$ cat src/rtl/dtg_pkg.sv
// Shared timing constants and types for the 1024x768@60Hz display timing generator.
package dtg_pkg;
  localparam int H_ACTIVE = 1024;
  localparam int H_FP     = 24;
  localparam int H_SYNC   = 136;
  localparam int H_BP     = 160;
  localparam int H_TOTAL  = H_ACTIVE + H_FP + H_SYNC + H_BP;

  localparam int V_ACTIVE = 768;
  localparam int V_FP     = 3;
  localparam int V_SYNC   = 6;
  localparam int V_BP     = 29;
  localparam int V_TOTAL  = V_ACTIVE + V_FP + V_SYNC + V_BP;

  localparam logic SYNC_POL = 1'b0;

  localparam logic [11:0] OFFSCREEN = 12'hFFF;

  typedef logic [7:0] bot_reg_t;
endpackage

$ cat src/rtl/dtg_axis_counter.sv
// One raster axis: wrapping counter with active-area and sync-window decode.
module dtg_axis_counter #(
  parameter int W          = 11,
  parameter int TOTAL      = 1344,
  parameter int ACTIVE     = 1024,
  parameter int SYNC_START = 1048,
  parameter int SYNC_LEN   = 136
) (
  input  logic         clk,
  input  logic         rst,
  input  logic         en_i,
  output logic [W-1:0] cnt_o,
  output logic         wrap_o,
  output logic         active_o,
  output logic         sync_o
);
  localparam logic [W-1:0] LAST  = W'(TOTAL - 1);
  localparam logic [W-1:0] ACT   = W'(ACTIVE);
  localparam logic [W-1:0] SS    = W'(SYNC_START);
  localparam logic [W-1:0] SE    = W'(SYNC_START + SYNC_LEN);

  logic [W-1:0] cnt_q, cnt_d;
  logic         last;

  assign last = (cnt_q == LAST);

  always_comb begin
    cnt_d = cnt_q;
    if (en_i) cnt_d = last ? '0 : cnt_q + W'(1);
  end

  always_ff @(posedge clk or posedge rst) begin
    if (rst) cnt_q <= '0;
    else     cnt_q <= cnt_d;
  end

  assign cnt_o    = cnt_q;
  assign wrap_o   = en_i & last;
  assign active_o = (cnt_q < ACT);
  // Raw sync window, active-high; polarity is applied by the output register.
  assign sync_o   = (cnt_q >= SS) && (cnt_q < SE);
endmodule

$ cat src/rtl/display_timing_gen.sv
// Raster timing generator with frame-boundary rojobot snapshot.
// FRAME_LATCH_EN: loc*/botInfo outputs load only at the first blanking line; otherwise 1-cycle passthrough.
module display_timing_gen
  import dtg_pkg::*;
#(
  parameter int   HA  = H_ACTIVE,
  parameter int   HFP = H_FP,
  parameter int   HSW = H_SYNC,
  parameter int   HBP = H_BP,
  parameter int   VA  = V_ACTIVE,
  parameter int   VFP = V_FP,
  parameter int   VSW = V_SYNC,
  parameter int   VBP = V_BP,
  parameter logic POL = SYNC_POL
) (
  input  logic        clk,
  input  logic        reset,
  output logic        horiz_sync,
  output logic        vert_sync,
  output logic        video_on,
  output logic [11:0] pixel_row,
  output logic [11:0] pixel_column,
  output logic        frame_start,
  input  bot_reg_t    locX_in,
  input  bot_reg_t    locY_in,
  input  bot_reg_t    botInfo_in,
  output bot_reg_t    locX_out,
  output bot_reg_t    locY_out,
  output bot_reg_t    botInfo_out
);
  localparam int HT = HA + HFP + HSW + HBP;
  localparam int VT = VA + VFP + VSW + VBP;

  logic [10:0] h_cnt;
  logic [9:0]  v_cnt;
  logic        h_wrap, h_act, h_sync, v_act, v_sync, v_wrap_unused;
  logic        snap;

  dtg_axis_counter #(.W(11), .TOTAL(HT), .ACTIVE(HA), .SYNC_START(HA + HFP), .SYNC_LEN(HSW)) u_h (
    .clk(clk), .rst(reset), .en_i(1'b1), .cnt_o(h_cnt), .wrap_o(h_wrap),
    .active_o(h_act), .sync_o(h_sync)
  );

  dtg_axis_counter #(.W(10), .TOTAL(VT), .ACTIVE(VA), .SYNC_START(VA + VFP), .SYNC_LEN(VSW)) u_v (
    .clk(clk), .rst(reset), .en_i(h_wrap), .cnt_o(v_cnt), .wrap_o(v_wrap_unused),
    .active_o(v_act), .sync_o(v_sync)
  );

  logic        hs_q, hs_d, vs_q, vs_d, von_q, von_d, fs_q, fs_d;
  logic [11:0] row_q, row_d, col_q, col_d;
  bot_reg_t    lx_q, lx_d, ly_q, ly_d, bi_q, bi_d;

  // First clock of vertical blanking: the icon then holds these for the whole next frame.
  assign snap = (h_cnt == '0) && (v_cnt == 10'(VA));

  always_comb begin
    hs_d  = h_sync ? POL : ~POL;
    vs_d  = v_sync ? POL : ~POL;
    von_d = h_act & v_act;
    row_d = von_d ? {2'b00, v_cnt} : OFFSCREEN;
    col_d = von_d ? {1'b0, h_cnt}  : OFFSCREEN;
    fs_d  = (h_cnt == '0) && (v_cnt == '0);
`ifdef FRAME_LATCH_EN
    lx_d  = snap ? locX_in    : lx_q;
    ly_d  = snap ? locY_in    : ly_q;
    bi_d  = snap ? botInfo_in : bi_q;
`else
    lx_d  = locX_in;
    ly_d  = locY_in;
    bi_d  = botInfo_in;
`endif
  end

  always_ff @(posedge clk or posedge reset) begin
    if (reset) begin
      hs_q  <= ~POL;
      vs_q  <= ~POL;
      von_q <= 1'b0;
      row_q <= OFFSCREEN;
      col_q <= OFFSCREEN;
      fs_q  <= 1'b0;
      lx_q  <= '0;
      ly_q  <= '0;
      bi_q  <= '0;
    end else begin
      hs_q  <= hs_d;
      vs_q  <= vs_d;
      von_q <= von_d;
      row_q <= row_d;
      col_q <= col_d;
      fs_q  <= fs_d;
      lx_q  <= lx_d;
      ly_q  <= ly_d;
      bi_q  <= bi_d;
    end
  end

  assign horiz_sync   = hs_q;
  assign vert_sync    = vs_q;
  assign video_on     = von_q;
  assign pixel_row    = row_q;
  assign pixel_column = col_q;
  assign frame_start  = fs_q;
  assign locX_out     = lx_q;
  assign locY_out     = ly_q;
  assign botInfo_out  = bi_q;
endmodule
$ cat config.mk
export PLATFORM = sky130hd
export DESIGN_NAME = display_timing_gen
export DESIGN_NICKNAME = d
export VERILOG_FILES = /design/src/rtl/dtg_pkg.sv /design/src/rtl/dtg_axis_counter.sv /design/src/rtl/display_timing_gen.sv
export SDC_FILE = /design/constraint.sdc
export NUM_CORES = 1
export LEC_CHECK = 0
export BUFFER_PORTS_ARGS = -buffer_cell sky130_fd_sc_hd__buf_2
export CAP_MARGIN = 20
export CORE_MARGIN = 1.5
export CORE_UTILIZATION = 45
export CTS_CLUSTER_SIZE = 25
export DETAILED_ROUTE_END_ITERATION = 6
export PLACE_DENSITY = 0.71
export SETUP_SLACK_MARGIN = 0.4
export SLEW_MARGIN = 25
export SYNTH_ARGS = -nofsm -noshare
export SYNTH_HDL_FRONTEND = slang
export SYNTH_HIERARCHICAL = 1
export SYNTH_SLANG_ARGS = --single-unit
export TNS_END_PERCENT = 20
$ cat constraint.sdc
create_clock -name clk -period 2.54 [get_ports clk]
set_input_delay 0.254 -clock clk [delete_from_list [all_inputs] [get_ports clk]]
set_output_delay 0.254 -clock clk [all_outputs]
set_load 0.1 [all_outputs]
==> summary.md, run 1 <==
| Metric | Value |
|---|---|
| Static Leak | 0.00162 uW |
| CP required | 2.81 ns |
| Run status | complete, no violations |
| GRT Total Usage | between 10% and 20% |
| Layout fillers | 475 |
| DR iter-0 viols | 56 |
| Number of detailed-route iterations in the first pass | 4 |
| Relative slew slack | between 60% and 70% |
| Slowest cell on the critical path | or4b_4 |
| Maximum number of pins on one net before global-route repair | 24 |
| Critical setup path kind | flop to flop |
| Port bufs | 77 |
| Data arrival time of the critical path | about 2.3 ns |
| Fraction of final layout cells sized beyond drive strength 1 | between 40% and 50% |
| Die outline area | 6570 um^2 |
| Final clock skew | 0.00442 ns |
| Synth warn | 6 |
| Worst hold path class | input port to flop |
| Max stage delay on crit path | 0.56 ns |
| Sequential-to-total area share from yosys stat | 65.9% |
| Final-layout setup total negative slack | 0 ns |
| Post-route clock period utilization | 80.9% |
| Post-route ant nets | 0 |
| Final slew viol count | 0 |
| Yosys top cell area share | 42.9% |
| Worst Max-Slew Pin Slew | 0.546 ns |
| Post-synth net total | 242 |
| Clock Sinks | a little over 70 |
| Multi-input combinational cell area | 852 um^2 |
| Final wirelength | 5.51 mm |
| Detailed Place HPWL | 3.84 mm |
| Die height | 81.0 um |
| Starting density of the core | a little under half |
| Number of max-cap violations | 0 |
| Unrepaired setup endpoints after global routing | yes |
| Maximum number of buffers from clock root to sink | 2 |
| Time the worst path needs with I/O delays and setup | between 2 and 2.5 ns |
| Final critical-path setup slack | between 0.4 and 0.5 ns |
| Most common flop cell mapped by yosys | dfrtp_1 |
| First-pass GRT wire length | 8.58 mm |
| Clock latency of the later-clocked register in the worst-skew pair | roughly 0.34 ns |
| Number of global-route vias before repair | around 1800 |
| Worst-case register-to-register setup slack | 0.48 ns |
| Element type at the critical path start | flop |
| Cell type contributing the most total cell area after synthesis | dfrtp_1 |
| Sequential Area | 1810 um^2 |
| Setup violations, final | 0 |
| Number of buffers created by CTS | 9 |
| Maximum level of the CTS H-tree | 3 |
| PwrDens | 727 nW/um^2 |
| Largest driver fanout on the critical path | 5 |
| Gr ovfl total | 0 |
| Worst-path cell chain | or4b_4 -> nor3_4 -> nand4_4 -> or4_1 -> a21oi_1 |
| Final Net Count | about 350 |
| CORE AREA | 5890 um^2 |
| Area overhead of the layout relative to synthesis | 30.5% |
| Worst vdd ir | 0.483 mV |
| Post-Place Worst Slack | 0.388 ns |
| Synth Instances | between 200 and 250 |
| Count of different cell masters after synthesis | 46 |
| Placer congestion estimate | between 0.8 and 0.9 |
| Clock transition at the registers of the reported paths | approximately 0.07 ns |
| Clock tree root buffer cell | clkbuf_8 |
| Total Power Consumption | about 2600 uW |
| Final Hold Violating Endpoints | 0 |
| Total number of vias | 1966 |
| Clock tree from TritonCTS | done |
| Boundary pin count | 78 |
| Number of diodes added for antenna fixing | 0 |
| Number of antenna violations at the first check in global routing | 0 |
| Fraction of registers with async set or reset after synthesis | 100% |
| Crit end category | flop |
| Avg Synthesized Cell Area | 13.0 um^2 |
| Fmax | 487 MHz |
| Die Span X | between 80 and 90 um |
| Flip-flop and latch count after synthesis | around 70 |
| Number of enable flip-flop cells after synthesis | 0 |
| Detailed-route wire length per cell | 13.9 um |
| Number of cell rows | 28 |
| Number of design rule violations left after detail routing | 0 |
| Cell types occupying the most area after synthesis | dfrtp_1, dfstp_2, or2_1 |
| Number of vias per cell after detailed routing | 4.98 |
| Post-synth design cell area | 2740 um^2 |
## final cells by class
class	count	area share, %
Clock buffer	11	4.23
Sequential cell	71	50.7
Clock inverter	5	0.910
Timing Repair Buffer	100	16.4
Multi-Input combinational cell	120	23.8
Inverter	13	1.36
Tap cell	75	2.62
## layout by cell type, fill, tap and decap left out, types with 2 or more instances in the layout
| master | instances |
|---|---|
| clkinv_2 | 2 |
| nor3_1 | 2 |
| or3_1 | 2 |
| dfrtp_2 | 4 |
| dfrtp_1 | 43 |
| ha_1 | 4 |
| a211o_1 | 2 |
| dfstp_2 | 24 |
| mux2i_1 | 2 |
| or2_2 | 11 |
| a21oi_1 | 4 |
| inv_1 | 12 |
| o21ai_0 | 4 |
| buf_2 | 77 |
| dlygate4sd3_1 | 11 |
| nor2_1 | 13 |
| or2_1 | 11 |
| a211oi_1 | 2 |
| clkbuf_8 | 11 |
| nand2_1 | 10 |
| buf_4 | 12 |
| xor2_1 | 5 |
| clkinvlp_4 | 3 |
| xnor2_1 | 7 |
| nor4_1 | 6 |
| nand4_1 | 10 |
## worst paths after layout
kind                                     startpoint                        to  depth (start not counted)
max                        u_h/cnt_o[6]$_DFFE_PP0P_  u_v/cnt_o[9]$_DFFE_PP0P_                          5
min                                      locY_in[5]     locY_out[5]$_DFF_PP0_                          1
max reg2reg                u_h/cnt_o[6]$_DFFE_PP0P_  u_v/cnt_o[9]$_DFFE_PP0P_                          5
min reg2reg                u_h/cnt_o[9]$_DFFE_PP0P_     frame_start$_DFF_PP0_                          1
max in group asynchronous                     reset    pixel_row[9]$_DFF_PP1_                          4
min in group asynchronous                     reset     frame_start$_DFF_PP0_                          3
## registers in the layout (all words and copies together), names as in the netlist
| signal | cells |
|---|---|
| botInfo_out | 8 |
| frame_start | 1 |
| horiz_sync | 1 |
| locX_out | 8 |
| locY_out | 8 |
| pixel_column | 11 |
| pixel_row | 11 |
| u_h/cnt_o | 11 |
| u_v/cnt_o | 10 |
| vert_sync | 1 |
| video_on | 1 |
## Yosys cell counts, types with 3 or more instances
library cell   n
or2_2         11
nor2_1        13
nand2_1       10
nor4_1         6
ha_1           5
a21oi_1        4
o21ai_0        4
inv_1         13
buf_4          3
nand4_1       10
xor2_1         5
or2_1         11
dfstp_2       24
xnor2_1        7
dfrtp_1       47
## cells by family after synthesis
group	synth area share [%]
other	0.137
XOR/XNOR	3.84
AO/OA/AOI/OAI	4.80
adder cells (fa/ha/maj)	2.28
buffers and inverters	3.47
multiplexers	1.14
AND/OR/NAND/NOR	18.4
flip-flops	65.9
## power breakdown
group	switching [uW]	leakage [uW]	internal [uW]
Combinational	320	0.000707	138
Sequential	119	0.000827	1220
Clock	402	0.0000873	403
Total	841	0.00162	1760
## per-stage QoR
| step | util (%) | hold slack [ns] | area (um^2) | std cells |
|---|---|---|---|---|
| 2_1_floorplan | - | 0.0942 | 2750 | 211 |
| 3_3_place_gp | 54.6 | 0.258 | 3210 | 360 |
| 3_5_place_dp | 54.6 | 0.262 | 3210 | 360 |
| 4_1_cts | 59.4 | 0.000630 | 3490 | 386 |
| 5_1_grt | 60.8 | 0.000323 | 3580 | 395 |
| 6_report | 60.8 | 0.0126 | 3580 | 395 |
## metal layers
layer	up-vias	GRT usage, %	wire length, um
met2	76	26.3	2600
met3	8	5.17	370
met4	0	10.7	124
met1	956	22.9	2410
met5	-	0	0
li1	926	-	-
## timing repair
item | 4_1_cts | 5_1_grt
pin swaps | 1 | 2
hold endpoints to repair | 36 | 2
gates resized for setup | 0 | 4
setup endpoints to repair | 6 | 7
buffers inserted | 1 | 7
hold buffers | 9 | 2
## worst max-delay path: cells and delay by family (launching register included)
kind | cells | cell delay [ns]
AOI/OAI and AO/OA | 1 | 0.13
DFF | 1 | 0.43
and+or+nand+nor | 4 | 1.42
Note: power is estimated with default switching activity, not from simulation.
==> run 2, diff against run 1 <==
Settings changed: PLACE_DENSITY 0.71 to 0.73.
Clock period 2.54 ns to 1.81 ns, I/O delays scaled along.
==> run 2 against run 1 <==
  * The flow now finishes with violations (setup timing)
  * Sequential share of layout area is 6.6 points lower
  * Global-route usage grew 3.5 points
  * First-iteration DRC count grew to 3.3 times the previous value
  * Non-clock buffer count is 32 higher
  * Routed wire length grew 31%
  * Cell area grew 15%
  * Combinational power grew 120%
  * Clock skew rose by 0.0045 ns
  * Sequential power up 32%
  * Maximum frequency increased by 1.3%
  * Clock power grew 90%
  * Die area is the same
  * Highest routed layer unchanged
==> summary.md, run 2 (synthesis results as in run 1) <==
| Metric | Value |
|---|---|
| Run status | finished with violations |
| Violations in the final reports | setup timing |
| Static Leak | 0.00188 uW |
| Total Power Consumption | 4320 uW |
| Unrepaired setup endpoints after global routing | yes |
| Number of design rule violations left after detail routing | 0 |
| Total number of vias | 2185 |
| Number of detailed-route iterations in the first pass | 4 |
| GRT Total Usage | a little over a fifth |
| Sequential group share of total power | 41.1% |
| Worst-path cell chain | or4b_4 -> nor3_4 -> buf_4 -> buf_6 -> and3_4 -> nand4_1 -> nor3b_1 |
| Gr ovfl total | 0 |
| Data arrival time of the critical path | 2.24 ns |
| Number of buffers created by CTS | 9 |
| Number of diodes added for antenna fixing | 0 |
| Worst hold slack after final layout | about 0.37 ns |
| Clock Sinks | 71 |
| Die Span X | 81.0 um |
| Starting density of the core | a little under half |
| Detailed Place HPWL | around 4 mm |
| Final Net Count | 378 |
| Commonest cells after routing, fill and taps aside | buf_2, buf_4, dfrtp_1 |
| Fraction of final layout cells sized beyond drive strength 1 | 52.6% |
| Slowest cell on the critical path | or4b_4 |
| Clock latency of the later-clocked register in the worst-skew pair | 0.33 ns |
| Buffers and inverters on the worst path | 2 |
| Maximum number of pins on one net before global-route repair | 40 |
| Largest driver fanout on the critical path | 7 |
| Max stage delay on crit path | ~0.56 ns |
| Final slew viol count | 0 |
| Maximum number of buffers from clock root to sink | 2 |
| Die outline area | 6570 um^2 |
| Routing usage on met3 | 4.49% |
| Kind of cell adding the most delay to the critical path | simple AND/OR/NAND/NOR gates |
| Fmax | 493 MHz |
| Final-layout setup total negative slack | -1.44 ns |
| CP required | 2.02 ns |
| Share of total power in the clock network | 35.4% |
| Clock tree from TritonCTS | done |
| Post-route ant nets | 0 |
| Switch share | 31.2% |
| Number of cell rows | 28 |
| Met1 Track Usage GR | between 20% and 30% |
| Time the worst path needs with I/O delays and setup | 2.03 ns |
| Number of antenna violations at the first check in global routing | 0 |
| Grt met2 use | 36.6% |
| PwrDens | around 1100 nW/um^2 |
| GR peak layer | met2 |
| Net Sw Power | around 1300 uW |
| Die height | 81.0 um |
| Clock transition at the registers of the reported paths | approximately 0.080 ns |
| First-pass GRT wire length | 10.5 mm |
| Detailed-route wire length per cell | 16.9 um |
| Layout fillers | 350 |
| Final clock skew | 0.00894 ns |
| CORE AREA | around 6000 um^2 |
| Placer congestion estimate | 0.837 |
| Clock tree root buffer cell | clkbuf_8 |
| Worst vdd ir | ~0.73 mV |
| Boundary pin count | 78 |
| Worst hold path class | input port to async pin |
| Number of max-cap violations | 0 |
| Final wirelength | between 7 and 8 mm |
| Setup violations, final | 9 |
| Number of vias per cell after detailed routing | 5.12 |
| Final critical-path setup slack | -0.219 ns |
| Logic gate share of total power | 23.5% |
| Final Hold Violating Endpoints | 0 |
| Number of global-route vias before repair | 2140 |
| Maximum level of the CTS H-tree | 3 |
| Area overhead of the layout relative to synthesis | 49.7% |
| Critical setup path kind | flop to flop |
| Post-route clock period utilization | 112% |
| Element type at the critical path start | flop |
| Port bufs | between 70 and 80 |
| Crit end category | flop |
| Internal power | 2970 uW |
| DR iter-0 viols | 187 |
run 2: cell types whose count changed in the layout (fill, tap and decap cells not counted), sizes merged:
cell | previous run | this run
clkbuf | 11 | 9
dlygate4sd3 | 11 | 25
clkinvlp | 3 | 0
buf | 89 | 107
bufinv | 0 | 3
clkinv | 2 | 4
run 2: worst register-to-register path, delay by kind of cell, from the launching register on:
| family | cells | cell delay (ns) |
|---|---|---|
| and+or+nand+nor | 5 | 1.24 |
| DFF | 1 | 0.38 |
| buffers and inverters | 2 | 0.28 |
run 2: routing by layer:
| metal | vias to the layer above | wire length, um |
|---|---|---|
| li1 | 989 | - |
| met1 | 1079 | 2860 |
| met2 | 103 | 3740 |
| met3 | 14 | 492 |
| met4 | 0 | 113 |
| met5 | - | 0 |
run 2: stage by stage:
step / util, % / area [um^2] / worst slack [ns] / instances
6_report: 69.7 / 4100 / -0.219 / 427
3_3_place_gp: 56.7 / 3340 / -0.151 / 375
2_1_floorplan: - / 2750 / -0.246 / 211
3_5_place_dp: 56.7 / 3340 / -0.214 / 375
5_1_grt: 69.7 / 4100 / -0.282 / 427
4_1_cts: 68.1 / 4010 / -0.166 / 422
run 2: worst paths after layout:
check / startpoint / end / slack [ns] / depth (start not counted)
max in group asynchronous: reset / pixel_row[2]$_DFF_PP1_ / 0.90 / 4
worst min register to register: u_h/cnt_o[9]$_DFFE_PP0P_ / frame_start$_DFF_PP0_ / 0.61 / 2
worst min-delay path: reset / botInfo_out[1]$_DFF_PP0_ / 0.37 / 3
worst max-delay path: u_h/cnt_o[6]$_DFFE_PP0P_ / u_v/cnt_o[8]$_DFFE_PP0P_ / -0.22 / 7
min in group clk: botInfo_in[4] / botInfo_out[4]$_DFF_PP0_ / 0.48 / 2
worst max register to register: u_h/cnt_o[6]$_DFFE_PP0P_ / u_v/cnt_o[8]$_DFFE_PP0P_ / -0.22 / 7
run 2: power by group through the flow:
stage	Sequential (uW)	Combinational, uW	Clock, uW
CTS	1760	938	1540
global placement	1780	830	0
finish	1770	1020	1530
global route	1790	1080	1630
floorplan	2120	218	0
detailed placement	1780	845	0
run 2: final cells by class:
| cell class | instances | area, um^2 | share of cell area (%) |
|---|---|---|---|
| flip-flops and latches | 71 | 1810 | 44.1 |
| clock buffers | 9 | 124 | 3.02 |
| inverters | 13 | 48.8 | 1.19 |
| repair buffers | 132 | 957 | 23.3 |
| clock inverters | 7 | 121 | 2.96 |
| well taps | 75 | 93.8 | 2.29 |
| multi-input cells | 120 | 948 | 23.1 |
run 2: repair_timing:
action,in CTS,in global routing
buffers inserted,6,5
endpoints found under the setup margin,64,28
hold buffers,25,0
endpoints found under the hold margin,53,0
cloned,0,0
pin swaps,7,13
resized for setup,41,10
==> run 3, diff against run 2 <==
Settings changed: CELL_PAD_IN_SITES_DETAIL_PLACEMENT set to 1, CELL_PAD_IN_SITES_GLOBAL_PLACEMENT set to 1, CORE_UTILIZATION 45 to 36, PLACE_DENSITY 0.73 to unset, PLACE_DENSITY_LB_ADDON set to 0.25.
==> run 3 against run 2 <==
  * Non-clock buffer count shrank 7
  * Highest routed layer unchanged
  * Global-route usage decreased by 0.64 points
  * Largest power group unchanged
  * Clock power down 8%
  * Critical path type unchanged
  * First-iteration DRC count shrank 63%
  * The run still ends with setup timing left
==> summary.md, run 3 (synthesis results as in run 1) <==
| Metric | Value |
|---|---|
| Worst hold path class | input port to async pin |
| Violations in the final reports | setup timing |
| Total Power Consumption | 4120 uW |
| Time the worst path needs with I/O delays and setup | 2.03 ns |
| Commonest cells after routing, fill and taps aside | buf_2, dfrtp_1, buf_4 |
| Fmax | between 400 and 500 MHz |
| Number of design rule violations left after detail routing | 0 |
| Worst-case register-to-register setup slack | -0.22 ns |
| Total length of routed met2 wires | 4.04 mm |
| Run status | finished with violations |
| Clock transition at the registers of the reported paths | 0.08 ns |
| Area overhead of the layout relative to synthesis | 46.9% |
| Element type at the critical path start | flop |
| Termination of the worst setup path | u_v/cnt_o[9]$_DFFE_PP0P_ |
| Clock tree from TritonCTS | done |
| Critical setup path kind | flop to flop |
| Post-Place Worst Slack | -0.195 ns |
| Worst vdd ir | 0.408 mV |
| Post-route ant nets | 0 |
| Detailed Place HPWL | between 4 and 5 mm |
| Starting density of the core | 37.6% |
| Number of antenna violations at the first check in global routing | 0 |
| Boundary pin count | 78 |
| Crit path from | u_h/cnt_o[6]$_DFFE_PP0P_ |
| Number of buffers created by CTS | 9 |
| Clock Sinks | 71 |
| Number of cell rows | 31 |
| Clock latency of the later-clocked register in the worst-skew pair | around 0.35 ns |
| Number of max-cap violations | 0 |
| Final Net Count | 371 |
| Maximum level of the CTS H-tree | 3 |
| Fraction of final layout cells sized beyond drive strength 1 | 50.7% |
| Topmost layer with routed signal wires | met4 |
| CORE AREA | 7290 um^2 |
| Number of global-route vias before repair | 2361 |
| Post-route clock period utilization | 112% |
| Detail Route met3 WL | 391 um |
| Setup violations, final | 10 |
| GRT Total Usage | 20.6% |
| Beginning of the worst register-to-register path | u_h/cnt_o[6]$_DFFE_PP0P_ |
| Data arrival time of the critical path | 2.31 ns |
| Final wirelength | 7.86 mm |
| Total number of vias | about 2100 |
| Largest driver fanout on the critical path | 5 |
| Clock tree root buffer cell | clkbuf_8 |
| Unrepaired setup endpoints after global routing | yes |
| CP required | 2.08 ns |
| Critical register-to-register path endpoint | u_v/cnt_o[9]$_DFFE_PP0P_ |
| Final clock skew | 0.00847 ns |
| Port bufs | 77 |
| Placer congestion estimate | 0.768 |
| DR iter-0 viols | 69 |
| PwrDens | a little over 1000 nW/um^2 |
| Final critical-path setup slack | -0.222 ns |
| Maximum number of buffers from clock root to sink | 2 |
| Final Hold Violating Endpoints | 0 |
| Detailed-routing wirelength on met1 | 3.32 mm |
| Maximum number of pins on one net before global-route repair | 24 |
| Die outline area | 8140 um^2 |
| Number of detailed-route iterations in the first pass | 4 |
| Die height | 90.2 um |
| Static Leak | 0.00183 uW |
| Commonest non-fill, non-tap cell in the layout | buf_2 |
| First-pass GRT wire length | 12.8 mm |
| Final slew viol count | 0 |
| Number of diodes added for antenna fixing | 0 |
| Cell depth of the worst flop-to-flop path | 5 |
| Detailed-route wire length per cell | 17.7 um |
| Die Span X | 90.2 um |
| Number of vias per cell after detailed routing | roughly 4.8 |
| Crit end category | flop |
| Gr ovfl total | 0 |
run 3: cell types whose count changed in the layout (fill, tap and decap cells not counted), sizes merged:
cell,change
buf,-7
clkbuf,+1
clkinvlp,+1
clkinv,-2
bufinv,-1
inv,+1
run 3: final cells by class:
| class | count | area [um^2] |
|---|---|---|
| fill | 798 | 3270 |
| clock inverter | 6 | 93.8 |
| timing repair buffer | 125 | 896 |
| sequential | 71 | 1810 |
| multi-input combinational | 120 | 927 |
| clock buffer | 10 | 128 |
| tap | 99 | 124 |
| inverter | 13 | 48.8 |
run 3: layer usage:
metal | vias up | GRT usage [%]
li1 | 973 | -
met5 | - | 0
met3 | 8 | 6.01
met2 | 74 | 35.2
met1 | 1070 | 25.2
met4 | 0 | 6.35
run 3: critical path, cell delays in order (launching register included):
cell	delay, ns
dfrtp_1	0.38
or4b_4	0.56
nor3_4	0.29
nand4_4	0.15
or4_4	0.44
a21oi_2	0.14
run 3: what timing repair did:
action | in CTS | in global routing
hold buffers | 25 | 0
endpoints found under the hold margin | 47 | 0
setup endpoints to repair | 66 | 25
resized for setup | 31 | 17
setup buffers | 2 | 0
pin swaps | 5 | 10
run 3: where the power goes:
part	internal [uW]	switching, uW
logic	311	629
registers	1710	62.7
clock network	786	625
run 3: worst min path at each step:
stage | end | depth (start not counted) | slack, ns | startpoint
final | frame_start$_DFF_PP0_ | 3 | 0.40 | reset
after global routing | frame_start$_DFF_PP0_ | 3 | 0.41 | reset
after CTS | frame_start$_DFF_PP0_ | 3 | 0.38 | reset
after detailed placement | frame_start$_DFF_PP0_ | 2 | 0.22 | reset
after global placement | frame_start$_DFF_PP0_ | 2 | 0.21 | reset
after floorplan | u_v/cnt_o[0]$_DFFE_PP0P_ | 1 | 0.02 | reset
run 3: through the flow:
stage,utilization (%),instance area (um^2),cells,TNS (ns),hold WS [ns]
global route,55.2,4030,444,-2.70,0.406
detailed placement,46.2,3370,401,-1.35,0.222
finish,55.2,4030,444,-1.75,0.398
CTS,54.1,3950,444,-1.17,0.383
global placement,46.2,3370,401,-0.931,0.214
floorplan,-,2750,211,-1.66,0.0212
